===== src/rtl/rv_mc_sequencer.sv =====
// rtl/rv_mc_sequencer.sv - multi-cycle RV32I control sequencer with handshaked fetch and data access
module rv_mc_sequencer #(
    parameter int              XLEN     = 32,
    parameter logic [XLEN-1:0] RESET_PC = '0,
    parameter int              ALU_OP_W = 4
) (
    input  logic                clk,
    input  logic                reset,
    output logic [XLEN-1:0]     imem_addr,
    output logic                imem_req,
    input  logic                imem_ack,
    input  logic [31:0]         imem_rdata,
    output logic [31:0]         instr,
    input  logic [XLEN-1:0]     imm,
    output logic [4:0]          rs1_addr,
    output logic [4:0]          rs2_addr,
    output logic [4:0]          rd_addr,
    output logic                reg_wren,
    output logic [1:0]          wb_sel,
    output logic [1:0]          alu_src_a,
    output logic [1:0]          alu_src_b,
    output logic [ALU_OP_W-1:0] alu_op,
    input  logic [XLEN-1:0]     alu_result,
    input  logic                alu_zero,
    input  logic                alu_lt,
    input  logic                alu_ltu,
    output logic                dmem_req,
    output logic                dmem_we,
    input  logic                dmem_ack,
    output logic                retire,
    output logic                halted,
    output logic [1:0]          trap_cause
);

    typedef enum logic [2:0] {
        S_IDLE, S_FETCH, S_DECODE, S_EXECUTE, S_MEM, S_WRITEBACK, S_TRAP
    } state_t;

    localparam logic [6:0] OPC_R      = 7'b0110011;
    localparam logic [6:0] OPC_I      = 7'b0010011;
    localparam logic [6:0] OPC_LOAD   = 7'b0000011;
    localparam logic [6:0] OPC_STORE  = 7'b0100011;
    localparam logic [6:0] OPC_BRANCH = 7'b1100011;
    localparam logic [6:0] OPC_JAL    = 7'b1101111;
    localparam logic [6:0] OPC_JALR   = 7'b1100111;
    localparam logic [6:0] OPC_LUI    = 7'b0110111;
    localparam logic [6:0] OPC_AUIPC  = 7'b0010111;

    localparam logic [ALU_OP_W-1:0] OP_ADD  = ALU_OP_W'(0);
    localparam logic [ALU_OP_W-1:0] OP_SUB  = ALU_OP_W'(1);
    localparam logic [ALU_OP_W-1:0] OP_SLL  = ALU_OP_W'(2);
    localparam logic [ALU_OP_W-1:0] OP_SLT  = ALU_OP_W'(3);
    localparam logic [ALU_OP_W-1:0] OP_SLTU = ALU_OP_W'(4);
    localparam logic [ALU_OP_W-1:0] OP_XOR  = ALU_OP_W'(5);
    localparam logic [ALU_OP_W-1:0] OP_SRL  = ALU_OP_W'(6);
    localparam logic [ALU_OP_W-1:0] OP_SRA  = ALU_OP_W'(7);
    localparam logic [ALU_OP_W-1:0] OP_OR   = ALU_OP_W'(8);
    localparam logic [ALU_OP_W-1:0] OP_AND  = ALU_OP_W'(9);

    localparam logic [1:0] SRC_A_PC  = 2'd0;
    localparam logic [1:0] SRC_A_RS1 = 2'd1;
    localparam logic [1:0] SRC_B_RS2 = 2'd0;
    localparam logic [1:0] SRC_B_IMM = 2'd1;

    localparam logic [1:0] WB_ALU  = 2'd0;
    localparam logic [1:0] WB_DMEM = 2'd1;
    localparam logic [1:0] WB_PC4  = 2'd2;
    localparam logic [1:0] WB_IMM  = 2'd3;

    localparam logic [1:0] CAUSE_ILLEGAL    = 2'd1;
    localparam logic [1:0] CAUSE_MISALIGNED = 2'd2;

    state_t          state;
    logic [XLEN-1:0] pc;
    logic [XLEN-1:0] pc_plus4;
    logic [XLEN-1:0] next_pc;

    logic [6:0] opcode;
    logic [2:0] funct3;
    logic       funct7_b5;
    logic is_r, is_i, is_load, is_store, is_branch, is_jal, is_jalr, is_lui, is_auipc;
    logic opcode_legal;
    logic writes_rd;
    logic [1:0] wb_sel_dec;

    logic            branch_taken;
    logic            branch_bad_f3;
    logic [XLEN-1:0] pc_imm;
    logic [XLEN-1:0] jalr_target;
    logic [XLEN-1:0] target;
    logic            redirect;
    logic            target_misaligned;

    function automatic logic [ALU_OP_W-1:0] f3_op(input logic [2:0] f3, input logic alt);
        case (f3)
            3'b000:  return alt ? OP_SUB : OP_ADD;
            3'b001:  return OP_SLL;
            3'b010:  return OP_SLT;
            3'b011:  return OP_SLTU;
            3'b100:  return OP_XOR;
            3'b101:  return alt ? OP_SRA : OP_SRL;
            3'b110:  return OP_OR;
            default: return OP_AND;
        endcase
    endfunction

    assign imem_addr = pc;
    assign opcode    = instr[6:0];
    assign funct3    = instr[14:12];
    assign funct7_b5 = instr[30];
    assign rd_addr   = instr[11:7];
    assign rs1_addr  = instr[19:15];
    assign rs2_addr  = instr[24:20];

    assign is_r      = (opcode == OPC_R);
    assign is_i      = (opcode == OPC_I);
    assign is_load   = (opcode == OPC_LOAD);
    assign is_store  = (opcode == OPC_STORE);
    assign is_branch = (opcode == OPC_BRANCH);
    assign is_jal    = (opcode == OPC_JAL);
    assign is_jalr   = (opcode == OPC_JALR);
    assign is_lui    = (opcode == OPC_LUI);
    assign is_auipc  = (opcode == OPC_AUIPC);

    assign opcode_legal = is_r | is_i | is_load | is_store | is_branch
                        | is_jal | is_jalr | is_lui | is_auipc;
    assign writes_rd    = is_r | is_i | is_load | is_jal | is_jalr | is_lui | is_auipc;

    always_comb begin
        wb_sel_dec = WB_ALU;
        if (is_load)
            wb_sel_dec = WB_DMEM;
        else if (is_jal || is_jalr)
            wb_sel_dec = WB_PC4;
        else if (is_lui)
            wb_sel_dec = WB_IMM;
    end

    // ALU controls stay valid through MEM so the data address and store data remain stable.
    always_comb begin
        alu_src_a = SRC_A_PC;
        alu_src_b = SRC_B_RS2;
        alu_op    = OP_ADD;
        if (state == S_EXECUTE || state == S_MEM) begin
            if (is_r) begin
                alu_src_a = SRC_A_RS1;
                alu_src_b = SRC_B_RS2;
                alu_op    = f3_op(funct3, funct7_b5);
            end else if (is_i) begin
                alu_src_a = SRC_A_RS1;
                alu_src_b = SRC_B_IMM;
                alu_op    = f3_op(funct3, (funct3 == 3'b101) && funct7_b5);
            end else if (is_load || is_store || is_jalr) begin
                alu_src_a = SRC_A_RS1;
                alu_src_b = SRC_B_IMM;
            end else if (is_branch) begin
                alu_src_a = SRC_A_RS1;
                alu_src_b = SRC_B_RS2;
                alu_op    = OP_SUB;
            end else if (is_auipc || is_jal || is_lui) begin
                alu_src_a = SRC_A_PC;
                alu_src_b = SRC_B_IMM;
            end
        end
    end

    always_comb begin
        case (funct3)
            3'b000:  branch_taken = alu_zero;
            3'b001:  branch_taken = !alu_zero;
            3'b100:  branch_taken = alu_lt;
            3'b101:  branch_taken = !alu_lt;
            3'b110:  branch_taken = alu_ltu;
            3'b111:  branch_taken = !alu_ltu;
            default: branch_taken = 1'b0;
        endcase
    end

    assign branch_bad_f3 = is_branch && (funct3 == 3'b010 || funct3 == 3'b011);
    assign pc_imm        = pc + imm;
    assign jalr_target   = alu_result & ~XLEN'(1);

    always_comb begin
        target   = pc_plus4;
        redirect = 1'b0;
        if (is_jal || (is_branch && branch_taken)) begin
            target   = pc_imm;
            redirect = 1'b1;
        end else if (is_jalr) begin
            target   = jalr_target;
            redirect = 1'b1;
        end
    end

    assign target_misaligned = redirect && (target[1:0] != 2'b00);

    always_ff @(posedge clk or posedge reset) begin
        if (reset) begin
            state      <= S_IDLE;
            pc         <= RESET_PC;
            pc_plus4   <= '0;
            next_pc    <= '0;
            instr      <= 32'h0000_0013;
            imem_req   <= 1'b0;
            dmem_req   <= 1'b0;
            dmem_we    <= 1'b0;
            reg_wren   <= 1'b0;
            retire     <= 1'b0;
            wb_sel     <= WB_ALU;
            halted     <= 1'b0;
            trap_cause <= 2'd0;
        end else begin
            reg_wren <= 1'b0;
            retire   <= 1'b0;
            case (state)
                S_IDLE: begin
                    imem_req <= 1'b1;
                    state    <= S_FETCH;
                end
                S_FETCH: begin
                    if (imem_ack) begin
                        instr    <= imem_rdata;
                        imem_req <= 1'b0;
                        state    <= S_DECODE;
                    end
                end
                S_DECODE: begin
                    pc_plus4 <= pc + XLEN'(4);
                    if (!opcode_legal) begin
                        halted     <= 1'b1;
                        trap_cause <= CAUSE_ILLEGAL;
                        state      <= S_TRAP;
                    end else begin
                        state <= S_EXECUTE;
                    end
                end
                S_EXECUTE: begin
                    if (branch_bad_f3) begin
                        halted     <= 1'b1;
                        trap_cause <= CAUSE_ILLEGAL;
                        state      <= S_TRAP;
                    end else if (target_misaligned) begin
                        halted     <= 1'b1;
                        trap_cause <= CAUSE_MISALIGNED;
                        state      <= S_TRAP;
                    end else begin
                        next_pc <= target;
                        if (is_load || is_store) begin
                            dmem_req <= 1'b1;
                            dmem_we  <= is_store;
                            state    <= S_MEM;
                        end else begin
                            reg_wren <= writes_rd;
                            retire   <= 1'b1;
                            wb_sel   <= wb_sel_dec;
                            state    <= S_WRITEBACK;
                        end
                    end
                end
                S_MEM: begin
                    if (dmem_ack) begin
                        dmem_req <= 1'b0;
                        dmem_we  <= 1'b0;
                        reg_wren <= is_load;
                        retire   <= 1'b1;
                        wb_sel   <= wb_sel_dec;
                        state    <= S_WRITEBACK;
                    end
                end
                S_WRITEBACK: begin
                    pc       <= next_pc;
                    wb_sel   <= WB_ALU;
                    imem_req <= 1'b1;
                    state    <= S_FETCH;
                end
                S_TRAP: begin
                    state <= S_TRAP;
                end
                default: begin
                    state <= S_IDLE;
                end
            endcase
        end
    end

endmodule


===== config.mk =====
export PLATFORM = sky130hd
export DESIGN_NAME = rv_mc_sequencer
export DESIGN_NICKNAME = d
export VERILOG_FILES = /design/src/rtl/rv_mc_sequencer.sv
export SDC_FILE = /design/constraint.sdc
export NUM_CORES = 1
export LEC_CHECK = 0
export CORE_ASPECT_RATIO = 1.4
export CORE_UTILIZATION = 36
export CTS_CLUSTER_DIAMETER = 40
export DETAILED_ROUTE_END_ITERATION = 16
export PLACE_DENSITY = 0.64
export SLEW_MARGIN = 20
export SYNTH_ARGS = -nofsm -noshare
export SYNTH_HDL_FRONTEND = slang
export SYNTH_SLANG_ARGS = --single-unit

===== constraint.sdc =====
create_clock -name clk -period 5.87 [get_ports clk]
set_input_delay 0.8805 -clock clk [delete_from_list [all_inputs] [get_ports clk]]
set_output_delay 0.8805 -clock clk [all_outputs]
set_load 0.05 [all_outputs]

==> run metrics, run 1 <==
CP Launch Type flop; RSZ-0062 raised after global routing no; root buf cell clkbuf_16; Setup violations, final 0; Leak 4.58 nW; worst-case clock buffer depth 2; PwrDens 586 nW/µm²; largest net degree at the start of global routing 101; Synth Instances 860; crit path DAT 2.85 ns; post-synth top area cell dfrtp_1; sequential element share of the synthesized area 0.423; full die area 23800 µm²; Overall Power 6.49 mW; Max-Cap Viols 0; worst hold path type reg2reg; crit path kind reg2out; Setup Buffers After CTS 0; DRC 0; 1st-iter DRT viols 226; Rel. slew slack 0.376; Avg WL per Cell 16.4 µm; initial antenna violation count 2; Crit. End Element primary output; post-synth cell types 66; Tot GR Track Use 0.195; drt pass-1 iters 4; Sink Count 141; peak supply drop 395 µV; first-pass GRT wire length 35700 µm; fraction of layout cells with a size suffix above 1 0.120; Slowest cell on crit path clkdlybuf4s50_1; net count reported at finish 1167; most used cell along the critical path a21oi_1; global placement routability congestion 0.837; routed wire length 22100 µm; status complete, no violations; Clock Latency Late Sink 0.43 ns; Area Overhead vs Synth 32.8%; # rows 65; Slew Limit Fails 0; Critical Path Fanout Max 13; number of global-route vias before repair 7089; fin crit period 3.73 ns; Worst-Margin Slew 0.936 ns; die width 131 µm; Starting Density 0.369; worst path cell trace or3b_2 -> a21oi_1 -> a21oi_1 -> nor2_1 -> clkdlybuf4s50_1; Mapped Area 8350 µm²; cts bufs inserted 17; Fin Setup TNS 0 ns; Multi-input gate area 4490 µm²; post_cts resized 0; Congestion Overflow GR 0; CTS clk-pin slew, worst paths 0.07 ns; Core Area 22600 µm²; io pins 200; CP Data Required Time 4.99 ns; Post-synth ARST share 1.00; CTS tree built; Vias/cell 5.13; fin crit share 0.636; most numerous cell in the Yosys netlist dfrtp_1; clk_skew 0.0122 ns; Area contributors post-synth dfrtp_1, mux2_2, a21oi_1; hold buffers post-CTS 0; fmax 0.268 GHz; DPL Wire Length 15900 µm; register area 3530 µm²; IO buf count 196; Synth top area share 0.414; Hold Fails Final Rpt 0; syn_area_per_cell 9.70 µm²; DIE HEIGHT 182 µm; Ys Warns 0; fill cell count 2215; Seq cells post-synth 141; Final ANT Viol Nets 0; crit-path max cell delay 0.82 ns; htree depth 4; Post-synth top cells dfrtp_1, a21oi_1, nor2_1; Post-synth EDFFs 0; via count 6905; Post-synth top flop dfrtp_1
through the flow:
stage          hold slack [ns]  instances  worst slack, ns  utilization  instance area, µm²
3_5_place_dp             0.460       1313             1.73        0.465               10500
4_1_cts                  0.474       1345             2.12        0.490               11100
5_1_grt                  0.492       1345             1.87        0.490               11100
6_report                 0.470       1346             2.14        0.490               11100
3_3_place_gp             0.458       1313             1.74        0.465               10500
2_1_floorplan            0.439        861             1.21            -                8350
cells in the final DEF, fill, tap and decap left out, types with 3 or more instances in the layout:
cell / count
a21o_1: 14
o31a_1: 3
nand2b_1: 6
clkbuf_16: 17
nand4_1: 4
nand2_1: 58
buf_4: 8
a211o_1: 4
clkinv_4: 3
nand3b_1: 6
o21a_1: 9
nor2b_1: 6
o31ai_1: 3
mux2i_1: 34
o21bai_1: 3
nor3b_1: 4
a211oi_1: 4
nand3_1: 17
a21oi_1: 91
and2_1: 7
clkinvlp_4: 3
inv_1: 21
dfrtp_1: 138
o21ai_1: 4
ha_1: 32
inv_6: 8
and3_1: 13
xor2_1: 22
xnor2_1: 30
clkdlybuf4s50_1: 196
o22a_1: 3
and4_1: 4
mux2_2: 65
nor3_1: 12
nor2_1: 85
or3_1: 4
dfstp_2: 3
a31oi_1: 6
o21ai_0: 56
layout make-up:
type / instances / share of cell area
Multi-Input combinational cell: 645 / 0.405
Sequential cell: 141 / 0.319
Tap cell: 301 / 0.0340
Clock inverter: 15 / 0.0137
Inverter: 22 / 0.00790
Clock buffer: 17 / 0.0384
Timing Repair Buffer: 204 / 0.182
Antenna cell: 1 / 0.000226
where the power goes:
| group | switching, mW | total [mW] | leakage (nW) | internal (mW) |
|---|---|---|---|---|
| logic | 2.13 | 3.55 | 2.60 | 1.42 |
| clock network | 0.472 | 1.07 | 0.274 | 0.597 |
| registers | 0.443 | 1.87 | 1.71 | 1.43 |
| total | 3.05 | 6.49 | 4.58 | 3.44 |
path summary, 6_finish.rpt:
kind                       startpoint           end  slack (ns)  cells past startpoint
max                          instr[4]  alu_src_b[0]        2.14                      5
min                            halted        halted        0.47                      1
max reg2reg                  instr[0]   next_pc[17]        2.41                     10
min reg2reg                    halted        halted        0.47                      1
max in group asynchronous       reset   pc_plus4[7]        3.66                      3
min in group asynchronous       reset      instr[6]        1.00                      2
state kept, by name, indices dropped and copies added (netlist names), 2 cells and up:
signal and count:
next_pc 32, trap_cause 2, pc_plus4 32, state 3, wb_sel 2, imem_addr 32, instr 32
worst max-delay path: cells and delay by family (launching register included):
family,cells,cell delay (ns)
buffers and inverters,1,0.82
DFF,1,0.65
AOI/OAI and AO/OA,2,0.37
and+or+nand+nor,2,0.57
routing by layer:
layer	part of all wire	up-vias	GRT usage
li1	-	3402	-
met1	0.42	3322	0.225
met2	0.52	157	0.350
met3	0.050	22	0.0431
met4	0.014	2	0.0598
met5	0.00059	-	0
logic make-up (layout without fill, tap and decap cells):
| logic type | after synthesis | in the layout | synth area share |
|---|---|---|---|
| DFF | 141 | 141 | 0.423 |
| other | 1 | 3 | 0.000449 |
| buffers and inverters | 75 | 258 | 0.0427 |
| AOI/OAI and AO/OA | 223 | 223 | 0.166 |
| and+or+nand+nor | 236 | 236 | 0.134 |
| xor gates and xnor gates | 52 | 52 | 0.0546 |
| muxes | 99 | 99 | 0.128 |
| adders and majority gates | 33 | 33 | 0.0504 |
(Power assumes the default switching activity.)
==> inputs of run 2 (changes only) <==
--- a/config.mk
+++ b/config.mk
@@ -9,7 +9,7 @@
 export CORE_UTILIZATION = 36
 export CTS_CLUSTER_DIAMETER = 40
 export DETAILED_ROUTE_END_ITERATION = 16
-export PLACE_DENSITY = 0.64
+export PLACE_DENSITY = 0.66
 export SLEW_MARGIN = 20
 export SYNTH_ARGS = -nofsm -noshare
 export SYNTH_HDL_FRONTEND = slang
==> constraint.sdc (replaced) <==
create_clock -name clk -period 3.4 [get_ports clk]
set_input_delay 0.51 -clock clk [delete_from_list [all_inputs] [get_ports clk]]
set_output_delay 0.51 -clock clk [all_outputs]
set_load 0.05 [all_outputs]
==> run 2 against run 1 <==
Compared with the run above: power up 74%; worst hold slack better by 0.0059 ns; clock-buffer cell count unchanged; clock power is 70% higher; register-to-register slack got worse by 2.0 ns; worst setup slack got worse by 1.8 ns; critical path type unchanged; largest cell class unchanged.
==> run metrics, run 2 (synthesized netlist as in run 1, its figures left out) <==
Setup violations, final 0 (unchanged); Avg WL per Cell 16.2 µm (-1.6%); 1st-iter DRT viols 276 (+22%); worst-case clock buffer depth 2 (unchanged); Critical Path Fanout Max 9 (-4); Crit. End Element primary output; Sink Count 141 (unchanged); Hold Fails Final Rpt 0 (unchanged); CP Launch Type flop; Place WS -0.0792 ns (-1.81 ns); clk_skew 0.0107 ns (-0.00146 ns); Worst Min Path Start next_pc[1]; fraction of layout cells with a size suffix above 1 0.137 (+0.0174); number of global-route vias before repair 6934 (-2.2%); commonest non-fill, non-tap cells in the layout clkdlybuf4s50_1, dfrtp_1, a21oi_1; crit path kind reg2out; Rel. slew slack 0.459 (+0.0830); io pins 200 (unchanged); full die area 23800 µm² (unchanged); Vias/cell 5.09 (-0.84%); DPL Wire Length 15800 µm (-0.76%); net count reported at finish 1188 (+1.8%); reg2reg start imem_addr[0]; Clock Latency Late Sink 0.43 ns (about the same); Reg2Reg Depth 12 (+2); flop2flop setup slack 0.45 ns (-1.96 ns); Slew Limit Fails 0 (unchanged); RSZ-0062 raised after global routing no; Core Area 22600 µm² (unchanged); global placement routability congestion 0.848 (+1.3%); htree depth 4 (unchanged); commonest non-fill, non-tap cell in the layout clkdlybuf4s50_1; Final ANT Viol Nets 0 (unchanged); Max-Cap Viols 0 (unchanged); Leak 4.77 nW (+4.1%); DIE HEIGHT 182 µm (unchanged); Critical path origin instr[5]; crit path DAT 2.58 ns (-0.27 ns); Area Overhead vs Synth 35.2%; peak supply drop 575 µV (+46%); CTS clk-pin slew, worst paths 0.06 ns (about the same); fmax 0.324 GHz; initial antenna violation count 1 (-1); Starting Density 0.369 (unchanged); Congestion Overflow GR 0 (unchanged); root buf cell clkbuf_16; Setup Buffers After CTS 0 (unchanged); IO buf count 196 (unchanged); fin crit share 0.909; routed wire length 22100 µm (-0.11%); cts bufs inserted 17 (unchanged); Fin Setup TNS 0 ns (unchanged); CP Data Required Time 2.89 ns (-2.10 ns); CTS tree built; first-pass GRT wire length 35400 µm (-0.71%); diode count 0 (-1); Critical Path End alu_op[0]; # rows 65 (unchanged); worst hold path type reg2reg; largest net degree at the start of global routing 142 (+41%); status complete, no violations; via count 6949 (+0.64%); final setup margin 0.311 ns (-1.83 ns); Tot GR Track Use 0.193 (-0.00119); PwrDens 1000 nW/µm² (+71%); DRC 0 (unchanged); drt pass-1 iters 4 (unchanged); Worst-Margin Slew 0.812 ns (-0.124 ns); die width 131 µm (unchanged); Crit Reg-Reg Endpoint next_pc[30]; fin crit period 3.09 ns
[run 2: cell types whose count changed in the layout (fill, tap and decap cells not counted), sizes merged]
cell,previous run,this run
buf,8,29
bufinv,1,0
clkdlybuf4s50,196,192
clkinv,3,5
diode,1,0
dlymetal6s2s,0,4
inv,30,29
[run 2: metrics by stage]
| step | power (mW) | hold WS (ns) | instance area (µm²) | instances | utilization |
|---|---|---|---|---|---|
| after floorplan | 7.69 | 0.439 | 8350 | 861 | - |
| after global placement | 9.46 | 0.457 | 10700 | 1334 | 0.473 |
| after detailed placement | 9.55 | 0.462 | 10700 | 1334 | 0.473 |
| after CTS | 11.4 | 0.477 | 11300 | 1366 | 0.499 |
| after global routing | 12.1 | 0.513 | 11300 | 1366 | 0.499 |
| final | 11.3 | 0.476 | 11300 | 1366 | 0.499 |
[run 2: critical path: stages (launching register included)]
cell,delay [ns]
dfrtp_1,0.51
inv_1,0.13
nor3b_1,0.35
a21oi_1,0.08
nor4_1,0.22
clkdlybuf4s50_1,0.87
[run 2: final cells by class]
class / count / area [µm²]
clock buffer: 17 / 425
multi-input combinational: 645 / 4490
inverter: 22 / 86.3
tap: 301 / 377
sequential: 141 / 3530
fill: 2170 / 11300
timing repair buffer: 225 / 2230
clock inverter: 15 / 149
[run 2: worst min-delay path by stage]
stage                        to  cells past startpoint
CTS                  next_pc[1]                      2
floorplan            next_pc[1]                      2
detailed placement   next_pc[1]                      2
global route        next_pc[15]                      2
finish               next_pc[1]                      2
global placement     next_pc[1]                      2
[run 2: what timing repair did]
action / CTS / global route
gates resized for setup: 0 / 4
endpoints found under the setup margin: 0 / 4
hold buffers: 0 / 0
[run 2: layer usage]
layer | vias up | track usage | share of wire | routed length (µm)
met5 | - | 0 | 0.00059 | 13
met4 | 2 | 0.0667 | 0.014 | 300
met3 | 24 | 0.0387 | 0.046 | 1020
met2 | 158 | 0.343 | 0.51 | 11300
met1 | 3336 | 0.228 | 0.43 | 9390
li1 | 3429 | - | - | -
[run 2: report_power, final]
group	leakage, nW	switching (mW)	internal [mW]
Combinational	2.78	3.73	2.57
Clock	0.275	0.848	0.972
Sequential	1.71	0.743	2.46
Total	4.77	5.32	6.01
==> patch 1: new RTL, flow settings as in run 1 <==
The 7 states of `state_t` get a one-hot encoding in 7 bits.
--- a/src/rtl/rv_mc_sequencer.sv
+++ b/src/rtl/rv_mc_sequencer.sv
@@ -32,8 +32,8 @@
     output logic [1:0]          trap_cause
 );
 
-    typedef enum logic [2:0] {
-        S_IDLE, S_FETCH, S_DECODE, S_EXECUTE, S_MEM, S_WRITEBACK, S_TRAP
+    typedef enum logic [6:0] {
+        S_IDLE = 7'b0000001, S_FETCH = 7'b0000010, S_DECODE = 7'b0000100, S_EXECUTE = 7'b0001000, S_MEM = 7'b0010000, S_WRITEBACK = 7'b0100000, S_TRAP = 7'b1000000
     } state_t;
 
     localparam logic [6:0] OPC_R      = 7'b0110011;
Formal check against the unedited RTL: no difference found for any inputs over 10 cycles, from zero or initial values and one cycle with reset high; not proved beyond that.
==> patch 1 against run 1 <==
Setup slack got worse by 0.23 ns; cell count rose by 8.2%; wire length rose by 11%; sequential cell count rose by 4; final area rose by 2.1%; synthesized area rose by 2.4%; non-clock buffer count rose by 1; synthesized cell count rose by 13%.
Power is not compared: it rests on default switching activity, and its combinational part moved more than twofold at a synthesized area within 25%.
==> patch 1: results (changes against run 1) <==
Outcome
  – Outcome: completed

STA
  – Worst Clk Skew: 0.007107 ns (-0.005058 ns)
  – Slew HR: 35.10% (-2.5 points)

Worst setup path
  – Worst-path maximum fanout: 8 (-5)
  – Top delay family on crit path: simple AND/OR/NAND/NOR gates
  – Worst path arrival time: 3.08 ns (+0.23 ns)

Pwr
  – P per Cell Area: between 300 and 400 nW/um2

Drt
  – Via count: 7496 (+8.6%)
  – Vias/cell: 5.145 (+0.29%)
  – Final wirelength: 24460 um (+11%)
  – Detailed Routing Iterations Pass 1: 6 (+2)
  – DRT iter0 DRCs: 327 (+45%)

Global routing
  – Number of global-route vias before repair: 7368 (+3.9%)
  – All-layer global routing usage: 20.88% (+1.4 points)
  – First-pass GRT wire length: 39470 um (+11%)
  – Largest net degree at the start of global routing: 106 (+5.0%)
  – Total grt overflow: 0 (unchanged)
  – Initial antenna violation count: 0 (-2)

Placed design
  – Detailed placer's ending HPWL: 17410 um (+9.2%)
  – Post-place instance area: 10650 um2 (+1.4%)
  – GP Congestion: 0.8292 (-0.90%)
  – Placed Instances: 1426 (+8.6%)
  – Dpl ws: 1.690 ns (-0.03796 ns)

Yosys
  – Top cells by area, synth: dfrtp_1 (41%), nand2_1 (10%), o21ai_0 (4.8%)
  – Ys async rst share: 100.0% (unchanged)
  – Top cells by instance count after synthesis: nand2_1 (234), dfrtp_1 (141), o21ai_0 (82), a21oi_1 (77), mux2_2 (34)
  – Sequential share of the synthesized area: 42.54% (+0.21 points)
  – Avg Inst Size Synth: 8.752 um2 (-9.8%)
  – Unique masters post-synth: 67 (+1.5%)

Clock network
  – H-tree depth: 4 (unchanged)
  – Cts repair resizes: 0 (unchanged)
  – Clock root buffer master: clkbuf_16
  – Max Root-Sink Buffers: 2 (unchanged)

Finish
  – Final nets: 1275 (+9.3%)
  – Layout cells sized above 1: 8.341% (-3.6 points)
  – # diodes: 0 (-1)
patch 1: cell types whose count changed after synthesis, sizes merged, moves of 6 or more:
cell / run 1 / this run
nor2: 85 / 32
a21oi: 94 / 77
mux2i: 34 / 11
nor3: 13 / 22
nand2: 58 / 235
mux2: 65 / 35
clkbuf: 23 / 32
o21ai: 60 / 86
a211oi: 5 / 11
nand3: 17 / 28
nand3b: 6 / 0
patch 1: cell families after synthesis:
family,share of synthesized area [%]
other,0.04390
buffers and inverters,4.599
adders and majority gates,4.922
AOI/OAI and AO/OA,16.82
and+or+nand+nor,19.64
xor gates and xnor gates,5.537
DFF,42.54
muxes,5.903
patch 1: routing by layer:
layer | up-vias | routed length [um] | global-route usage, %
li1 | 3684 | - | -
met1 | 3522 | 9776 | 24.11
met2 | 258 | 12400 | 36.93
met3 | 32 | 1776 | 6.188
met4 | 0 | 509 | 6.759
met5 | - | 0 | 0
patch 1: final timing paths:
kind	startpoint	endpoint	slack, ns	cells past startpoint
min	pc_plus4[0]	pc_plus4[0]	0.47	2
max reg2reg	instr[14]	next_pc[31]	2.52	7
max	state[2]	alu_op[3]	1.90	6
min in group asynchronous	reset	next_pc[1]	1.05	2
min reg2reg	pc_plus4[0]	pc_plus4[0]	0.47	2
max in group asynchronous	reset	next_pc[18]	3.64	3
patch 1: layout make-up:
class,instances,area [um2]
clock buffer,23,498.0
clock inverter,8,173.9
fill,2249,11960
inverter,19,76.32
multi-input combinational,751,4529
sequential,145,3633
tap,306,382.9
timing repair buffer,205,2029
patch 1: power by group:
group | switching (mW) | internal [mW]
Clock | 0.423 | 0.810
Combinational | 0.873 | 0.455
Sequential | 0.159 | 1.14
==> patch 2: new RTL, flow settings as in run 1 <==
Without the edit above. Set the parameter `ALU_OP_W` to 5 (it was 4).
--- a/src/rtl/rv_mc_sequencer.sv
+++ b/src/rtl/rv_mc_sequencer.sv
@@ -2,7 +2,7 @@
 module rv_mc_sequencer #(
     parameter int              XLEN     = 32,
     parameter logic [XLEN-1:0] RESET_PC = '0,
-    parameter int              ALU_OP_W = 4
+    parameter int              ALU_OP_W = 5
 ) (
     input  logic                clk,
     input  logic                reset,
Interface: changed (resized alu_op); port bits go from 200 to 201. No check against the original RTL was run, so the function may have changed too.
==> patch 2 against run 1 <==
Cell count about the same; setup slack better by 0.0042 ns; sequential share of layout area down 0.061 points; total power up 0.80%; synthesized area about the same; final area up 0.19%; global-route usage down 0.34 points; combinational power about the same; clock power up 5%; highest routed layer unchanged; sequential cell count unchanged; wire length up 0.10%; core utilization down 0.082 points.
==> patch 2: results (changes against run 1) <==
Finish
  – # diodes: 0 (-1)
  – Filler Cell Count: 2163 (-2.3%)
  – Non-clock buffer area fraction after layout: 18.13% (-0.10 points)
  – Fraction of area in multi-input gates: 40.45% (-0.044 points)
  – Inverters: 22 (unchanged)
  – Final instance area: 11110 um2 (+0.19%)
  – Count of multi-input gates: 646 (+0.16%)
  – Clock-cell share of area: 5.440% (+0.24 points)
  – Non-clk bufs: 203 (-0.49%)
  – Layout cells sized above 1: 11.88% (-0.096 points)
  – Sequential share of cell area: 31.80% (-0.061 points)

Pwr
  – Max VDD drop: 0.0002968 V (-25%)
  – Internal power: 3.491 mW (+1.4%)
  – Flop pwr share: 28.5% (-0.3 points)
  – Clock network power share: 17.1% (+0.6 points)
  – Pleak: 4.598 nW (+0.31%)
  – Psw: 3.053 mW (+0.17%)

Worst setup path
  – Worst-path maximum fanout: 13 (unchanged)
  – Flop-to-flop setup slack: 2.51 ns (+0.10 ns)
  – R2r worst-path depth: 7 (-3)
  – Timing startpoint of the critical path: instr[4]
  – RR Startpoint: instr[6]
  – Slowest cell on the critical path: clkdlybuf4s50_1
  – Worst flop-to-flop path endpoint: wb_sel[0]

Clock network
  – Max Root-Sink Buffers: 2 (unchanged)
  – H-tree depth: 4 (unchanged)
  – Worst-path clk slew: 0.06 ns
  – Setup bufs post-CTS: 0 (unchanged)
  – Cts repair resizes: 0 (unchanged)

Drt
  – DRT iter0 DRCs: 233 (+3.1%)
  – Final wirelength: 22120 um (+0.10%)
  – Routed WL per cell: 16.45 um (+0.18%)
  – Vias/cell: 5.155 (+0.48%)
  – Detailed Routing Iterations Pass 1: 4 (unchanged)

Placed design
  – Detailed placer's ending HPWL: 15790 um (-0.99%)
  – Dpl ws: 1.805 ns (+0.07695 ns)
  – Placed Instances: 1313 (unchanged)
  – GP Congestion: 0.8401 (+0.41%)

STA
  – Final worst path period share: 63.49% (-0.071 points)
  – Slew @ Worst Pin: 0.9597 ns (+0.02342 ns)
  – Worst Clk Skew: 0.007507 ns (-0.004658 ns)
  – Final Hold Vio Count: 0 (unchanged)

Yosys
  – Top cells by area, synth: dfrtp_1 (41%), mux2_2 (8.8%), a21oi_1 (5.5%)
  – Syn Inst Count: 861 (+0.12%)
  – Synth warn: 0 (unchanged)
  – Sequential share of the synthesized area: 42.29% (about the same)
  – Ys async rst share: 100.0% (unchanged)
  – Main synth FF type: dfrtp_1
  – Unique masters post-synth: 66 (unchanged)

Global routing
  – Initial antenna violation count: 1 (-1)
  – Number of global-route vias before repair: 6834 (-3.6%)
  – All-layer global routing usage: 19.11% (-0.34 points)
  – First-pass GRT wire length: 35100 um (-1.7%)
  – Largest net degree at the start of global routing: 104 (+3.0%)

Floorplan
  – Row cnt: 65 (unchanged)

Hold path
  – Worst hold path class: register to register

Outcome
  – Outcome: completed
==> patch 2: cell families (layout without fill, tap and decap cells) <==
logic type / count (synthesis) / count (layout) / share of synthesized area, %
compound gates: 223 / 223 / 16.57
xor+xnor: 52 / 52 / 5.452
fa+ha+maj: 33 / 33 / 5.033
buf+inv: 76 / 257 / 4.359
flops: 141 / 141 / 42.29
mux: 99 / 99 / 12.84
other cells: 1 / 3 / 0.04489
simple gates: 236 / 236 / 13.42
==> patch 2: how the worst min path moves through the flow <==
stage,start,end,slack (ns),cells past startpoint
3_5_place_dp,halted,halted,0.46,1
6_report,halted,halted,0.47,1
5_1_grt,dmem_req,dmem_req,0.49,1
2_1_floorplan,next_pc[1],next_pc[1],0.44,2
4_1_cts,halted,halted,0.48,1
3_3_place_gp,halted,halted,0.45,1
==> patch 2: per-layer routing <==
layer,up-vias,GRT usage (%),wire length (um)
li1,3385,-,-
met4,2,4.414,173
met2,169,35.09,11610
met1,3361,22.27,9262
met3,16,3.958,1059
met5,-,0,13
